File: src/rtl/vec_req_arbiter_if.sv
// Requestor-vector and memory-port bundle for vec_req_arbiter.
// The master side drives requests and memory ready; the slave side is the arbiter.
interface vec_req_arbiter_if #(
    parameter int N     = 4,
    parameter int W     = 8,
    parameter int IDX_W = (N <= 2) ? 1 : $clog2(N)
);
    logic [N-1:0]     io_requestor_req_valid;
    logic [N*W-1:0]   io_requestor_req_bits;
    logic [N-1:0]     io_requestor_req_last;
    logic [N-1:0]     io_requestor_req_ready;
    logic             io_mem_valid;
    logic [W-1:0]     io_mem_bits;
    logic             io_mem_last;
    logic [IDX_W-1:0] io_mem_idx;
    logic             io_mem_ready;

    modport master (
        output io_requestor_req_valid, io_requestor_req_bits, io_requestor_req_last, io_mem_ready,
        input  io_requestor_req_ready, io_mem_valid, io_mem_bits, io_mem_last, io_mem_idx
    );

    modport slave (
        input  io_requestor_req_valid, io_requestor_req_bits, io_requestor_req_last, io_mem_ready,
        output io_requestor_req_ready, io_mem_valid, io_mem_bits, io_mem_last, io_mem_idx
    );
endinterface

File: src/rtl/vec_req_arbiter.sv
// N-way request arbiter (fixed or round-robin) with burst locking and a
// registered single-entry output stage toward the memory port.
module vec_req_arbiter #(
    parameter int N    = 4,
    parameter int W    = 8,
    parameter int MODE = 0
) (
    input  logic               clk,
    input  logic               reset,
    vec_req_arbiter_if.slave   io
);
    localparam int IDX_W = (N <= 2) ? 1 : $clog2(N);

    typedef enum logic [0:0] {
        ST_IDLE   = 1'b0,
        ST_LOCKED = 1'b1
    } state_t;

    state_t           state_r;
    logic [IDX_W-1:0] lock_idx_r;
    logic [IDX_W-1:0] rr_ptr_r;
    logic             mem_valid_r;
    logic [W-1:0]     mem_bits_r;
    logic             mem_last_r;
    logic [IDX_W-1:0] mem_idx_r;

    logic             can_load_s;
    logic             gnt_found_s;
    logic [IDX_W-1:0] gnt_idx_s;
    logic [N-1:0]     ready_s;
    logic             accept_s;
    logic [W-1:0]     sel_bits_s;
    logic             sel_last_s;

    assign can_load_s = !mem_valid_r || io.io_mem_ready;

    // Winner selection; later loop iterations overwrite earlier ones, so loop order encodes priority.
    always_comb begin : grant_sel
        int cand;
        cand        = 0;
        gnt_found_s = 1'b0;
        gnt_idx_s   = '0;
        if (state_r == ST_LOCKED) begin
            gnt_found_s = io.io_requestor_req_valid[lock_idx_r];
            gnt_idx_s   = lock_idx_r;
        end else if (MODE == 0) begin
            for (int i = 0; i < N; i++) begin
                gnt_found_s = gnt_found_s | io.io_requestor_req_valid[i];
                gnt_idx_s   = io.io_requestor_req_valid[i] ? IDX_W'(i) : gnt_idx_s;
            end
        end else begin
            for (int k = N; k >= 1; k--) begin
                cand        = (int'(rr_ptr_r) + k) % N;
                gnt_found_s = gnt_found_s | io.io_requestor_req_valid[cand[IDX_W-1:0]];
                gnt_idx_s   = io.io_requestor_req_valid[cand[IDX_W-1:0]] ? cand[IDX_W-1:0] : gnt_idx_s;
            end
        end
    end

    // One-hot ready toward the winner, suppressed during reset and while the output is stalled.
    always_comb begin
        ready_s = '0;
        if (reset && can_load_s && gnt_found_s) begin
            ready_s[gnt_idx_s] = 1'b1;
        end else begin
            ready_s = '0;
        end
    end

    assign accept_s   = |(io.io_requestor_req_valid & ready_s);
    assign sel_bits_s = io.io_requestor_req_bits[int'(gnt_idx_s)*W +: W];
    assign sel_last_s = io.io_requestor_req_last[gnt_idx_s];

    // Output register, lock FSM and round-robin pointer.
    always_ff @(posedge clk) begin
        if (!reset) begin
            state_r     <= ST_IDLE;
            lock_idx_r  <= '0;
            rr_ptr_r    <= IDX_W'(N - 1);
            mem_valid_r <= 1'b0;
            mem_bits_r  <= '0;
            mem_last_r  <= 1'b0;
            mem_idx_r   <= '0;
        end else if (accept_s) begin
            mem_valid_r <= 1'b1;
            mem_bits_r  <= sel_bits_s;
            mem_last_r  <= sel_last_s;
            mem_idx_r   <= gnt_idx_s;
            case (state_r)
                ST_IDLE: begin
                    if (!sel_last_s) begin
                        state_r    <= ST_LOCKED;
                        lock_idx_r <= gnt_idx_s;
                    end else begin
                        state_r    <= ST_IDLE;
                    end
                end
                ST_LOCKED: begin
                    if (sel_last_s) begin
                        state_r <= ST_IDLE;
                    end else begin
                        state_r <= ST_LOCKED;
                    end
                end
                default: state_r <= ST_IDLE;
            endcase
            if (MODE == 1 && sel_last_s) begin
                rr_ptr_r <= gnt_idx_s;
            end else begin
                rr_ptr_r <= rr_ptr_r;
            end
        end else if (io.io_mem_ready) begin
            mem_valid_r <= 1'b0;
        end else begin
            mem_valid_r <= mem_valid_r;
        end
    end

    assign io.io_requestor_req_ready = ready_s;
    assign io.io_mem_valid           = mem_valid_r;
    assign io.io_mem_bits            = mem_bits_r;
    assign io.io_mem_last            = mem_last_r;
    assign io.io_mem_idx             = mem_idx_r;
endmodule

File: src/flat_wrapper.sv
// flat-port wrapper written by rule: the top's interface ports become plain ports
module vec_req_arbiter_flat 
#(
    parameter int N    = 4,
    parameter int W    = 8,
    parameter int MODE = 0
)
  (clk, reset, io_io_requestor_req_valid, io_io_requestor_req_bits, io_io_requestor_req_last, io_io_mem_ready, io_io_requestor_req_ready, io_io_mem_valid, io_io_mem_bits, io_io_mem_last, io_io_mem_idx);
  vec_req_arbiter_if #(.N(N), .W(W)) io_i ();
  input  logic clk;
  input  logic reset;
  input wire logic [$bits(io_i.io_requestor_req_valid)-1:0] io_io_requestor_req_valid;
  input wire logic [$bits(io_i.io_requestor_req_bits)-1:0] io_io_requestor_req_bits;
  input wire logic [$bits(io_i.io_requestor_req_last)-1:0] io_io_requestor_req_last;
  input wire logic [$bits(io_i.io_mem_ready)-1:0] io_io_mem_ready;
  output wire logic [$bits(io_i.io_requestor_req_ready)-1:0] io_io_requestor_req_ready;
  output wire logic [$bits(io_i.io_mem_valid)-1:0] io_io_mem_valid;
  output wire logic [$bits(io_i.io_mem_bits)-1:0] io_io_mem_bits;
  output wire logic [$bits(io_i.io_mem_last)-1:0] io_io_mem_last;
  output wire logic [$bits(io_i.io_mem_idx)-1:0] io_io_mem_idx;
  assign io_i.io_requestor_req_valid = io_io_requestor_req_valid;
  assign io_i.io_requestor_req_bits = io_io_requestor_req_bits;
  assign io_i.io_requestor_req_last = io_io_requestor_req_last;
  assign io_i.io_mem_ready = io_io_mem_ready;
  assign io_io_requestor_req_ready = io_i.io_requestor_req_ready;
  assign io_io_mem_valid = io_i.io_mem_valid;
  assign io_io_mem_bits = io_i.io_mem_bits;
  assign io_io_mem_last = io_i.io_mem_last;
  assign io_io_mem_idx = io_i.io_mem_idx;
  vec_req_arbiter #(.N(N), .W(W), .MODE(MODE)) u_core (.clk(clk), .reset(reset), .io(io_i));
endmodule
File: config.mk
export PLATFORM = sky130hd
export DESIGN_NAME = vec_req_arbiter_flat
export DESIGN_NICKNAME = d
export VERILOG_FILES = /design/src/rtl/vec_req_arbiter_if.sv /design/src/rtl/vec_req_arbiter.sv /design/src/flat_wrapper.sv
export SDC_FILE = /design/constraint.sdc
export NUM_CORES = 1
export LEC_CHECK = 0
export CORE_MARGIN = 2
export CORE_UTILIZATION = 38
export DETAILED_ROUTE_END_ITERATION = 10
export GPL_TIMING_DRIVEN = 0
export PLACE_DENSITY = 0.84
export SYNTH_ARGS = -nofsm -noshare
export SYNTH_HDL_FRONTEND = slang
export SYNTH_SLANG_ARGS = --single-unit
File: constraint.sdc
create_clock -name clk -period 4.7 [get_ports clk]
set_input_delay 0.94 -clock clk [delete_from_list [all_inputs] [get_ports clk]]
set_output_delay 0.94 -clock clk [all_outputs]
set_load 0.005 [all_outputs]
==> results_dict.tcl <==
set metrics [dict create \
    leakage_power_of_the_design_nw 0.5800 \
    pin_count_of_the_biggest_net_entering_global_routing 11 \
    p_per_area_nw_per_um2 301.6 \
    finalMaxSlewViolations 0 \
    final.setup.worst_slack_ns 0.5796 \
    finalNetCount 201 \
    syn_nets 139 \
    route.vias.total 991 \
    stdcell_area_um2 1548 \
    first_global_vias 921 \
    cts.sink_count 15 \
    clock_tree_buffer_depth 2 \
    postSynth.asyncResetShare_pct 0 \
    totalPowerFinal_mw 0.4668 \
    place_inst 181 \
    setup_total_negative_slack_ns 0 \
    cp_slowest_stage_delay_ns 0.54 \
    critical_path_class "in -> out" \
    ios 59 \
    register_bit_count_reported_by_yosys 15 \
    min_period_over_period_pct 87.67 \
    hold_ws_ns 0.4626 \
    cp.required_ns 3.76 \
    global_route.usage.total_pct 19.81 \
    die_width_um 53.10 \
    synth_top_area_share_pct 32.79 \
    yosysSeqAreaShare_pct 32.79 \
    most_common_cell_in_the_synthesized_netlist "nand2_1" \
    setup.worst_path.start_class "primary input" \
    post_synth_inst_count 96 \
    fmaxAchievable_mhz 242.7 \
    cts_htree_levels 1 \
    cts_resized 0 \
    synth_enable_flop_cells 0 \
    num_antenna_cells 0 \
    fp.dieArea_um2 2819 \
    numCtsBuffers 3 \
    utilization_pct 68.65 \
    drt_first_pass_iters 4 \
    synthesis.area_um2 915.9 \
    routed_via_density 5.357 \
    area_delta_synth_final_pct 68.99 \
    avgSynthCellArea_um2 9.540 \
    drt-wirelength-per-cell_um 15.06 \
    io_buffers 57 \
    synth.distinct_cells 26 \
    gp_routability_congestion 0.7481 \
    core_area_um2 2255 \
    hold_viol 0 \
    placement.setup.worst_slack_ns 0.6008 \
    irDropWorstVdd_mv 0.1654 \
    timing.slew.headroom_pct 62.31 \
    layout_cell_share_with_drive_strength_beyond_1_pct 5.732 \
    grt_first_pass_wirelength_um 3926 \
    row_count 17 \
    drcViolationCount 0 \
    worstHoldPathType "reg -> reg" \
    layoutNonFillerInstCount 185 \
    post_synth_most_frequent_cells "22 x nand2_1, 15 x dfxtp_1, 11 x o21ai_0, 6 x mux4_1" \
    tritoncts "done" \
    fillerInstances 201 \
    netlist.top_cell.by_area "dfxtp_1" \
    timing.critical_path.fanout_max 10 \
    grt.overflow.total 0 \
    crit_chain "clkdlybuf4s50_1 -> nor3_1 -> a22oi_1 -> and4_1 -> clkbuf_1 -> and3_1 -> clkdlybuf4s50_1" \
    maxCapViolations 0 \
    starting_density_of_the_core_pct 40.62 \
    clock_network_latency_to_the_later_pin_of_the_worst_skew_pair_ns 0.29 \
    ant_nets 0 \
    final.setup_skew_ns 0.008046 \
    yosys-top-cells-area "dfxtp_1 33%, mux4_1 17%, nand2_1 9.0%, o21ai_0 6.0%, mux4_2 4.9%" \
    clk_pin_slew_worst_paths_ns 0.09 \
    status "complete, no violations" \
    synth_warnings 0 \
    hpwl_um 2248 \
    worst_ep_arrival_time_ns 3.18 \
    die_height_um 53.10 \
    holdBufCountCts 0 \
    critical_path.most_common_cell "clkdlybuf4s50_1" \
    synth_flop_cell "dfxtp_1" \
    clk_root_buffer_cell "clkbuf_4" \
    initial_antenna_violation_count 0 \
    setup_viol 0 \
    critPathSlowestCell "clkdlybuf4s50_1" \
    finalWorstPathRequiredPeriod_ns 4.120 \
    post_cts.repair.setup_buffers 0 \
    postPlaceCellArea_um2 1521 \
    drt_iter0_markers 13 \
    slew_of_the_pin_with_the_lowest_slew_margin_ns 0.5620 \
    critical_path.endpoint_type "output port" \
    postRouteWirelength_um 2787 \
    rsz0062_at_grt "no" \
]
[path summary, 6_finish.rpt]
kind | startpoint | to | slack, ns | depth (start not counted)
setup / recovery | io_io_requestor_req_valid[3] | io_io_requestor_req_ready[2] | 0.58 | 7
hold / removal | u_core.io.io_mem_bits[3] | u_core.io.io_mem_bits[3] | 0.46 | 2
setup reg to reg | u_core.state_r | u_core.io.io_mem_bits[7] | 2.63 | 5
hold reg to reg | u_core.io.io_mem_bits[3] | u_core.io.io_mem_bits[3] | 0.46 | 2
[power breakdown]
group	switching, mW	internal [mW]
Sequential	0.0208	0.155
Clock	0.0415	0.0330
Combinational	0.0838	0.133
[cell type report]
cell class	count	area, um2	share of cell area (%)
Clock buffer	4	26.28	1.698
Buffer	6	30.03	1.940
Sequential cell	15	300.3	19.40
Tap cell	28	35.03	2.264
Timing Repair Buffer	57	570.5	36.86
Multi-Input combinational cell	75	585.6	37.83
[placed cells by master, fill, tap and decap left out, drive strengths merged]
| master | synthesis | layout |
|---|---|---|
| a211oi | 1 | 1 |
| a21boi | 3 | 3 |
| a21oi | 1 | 1 |
| a221o | 1 | 1 |
| a22oi | 1 | 1 |
| a31oi | 1 | 1 |
| and2 | 1 | 1 |
| and3 | 2 | 2 |
| and4 | 1 | 1 |
| buf | 1 | 1 |
| clkbuf | 5 | 9 |
| clkdlybuf4s50 | 0 | 57 |
| dfxtp | 15 | 15 |
| mux2i | 4 | 4 |
| mux4 | 8 | 8 |
| nand2 | 22 | 22 |
| nand2b | 4 | 4 |
| nand3 | 3 | 3 |
| nand4 | 1 | 1 |
| nor2 | 5 | 5 |
| nor2b | 2 | 2 |
| nor3 | 1 | 1 |
| o21ai | 11 | 11 |
| o31ai | 1 | 1 |
| or3 | 1 | 1 |
[sequential cells by signal, indices dropped and copies added (netlist names)]
name and cells:
u_core.io.io_mem_valid 1, u_core.io.io_mem_bits 8, u_core.lock_idx_r 2, u_core.io.io_mem_last 1
u_core.io.io_mem_idx 2, u_core.state_r 1
[critical path: cells and delay by family]
kind	cells	cell delay (ns)
AOI/OAI and AO/OA	1	0.26
buffers and inverters	3	1.37
and+or+nand+nor	3	0.62
[layer usage]
metal | up-vias | part of all wire, % | track usage [%]
li1 | 480 | - | -
met1 | 458 | 39 | 21.91
met2 | 48 | 52 | 37.29
met3 | 5 | 6.5 | 2.260
met4 | 0 | 1.7 | 8.974
met5 | - | 0 | 0
[logic make-up (layout without fill, tap and decap cells)]
family                 after synthesis  after routing  synth area share, %
AND/OR/NAND/NOR                     43             43                23.09
AO/OA/AOI/OAI                       20             20                14.34
flip-flops                          15             15                32.79
multiplexers                        12             12                26.50
buffers and inverters                6             67                3.279
Power figures use the tool's default switching activity.
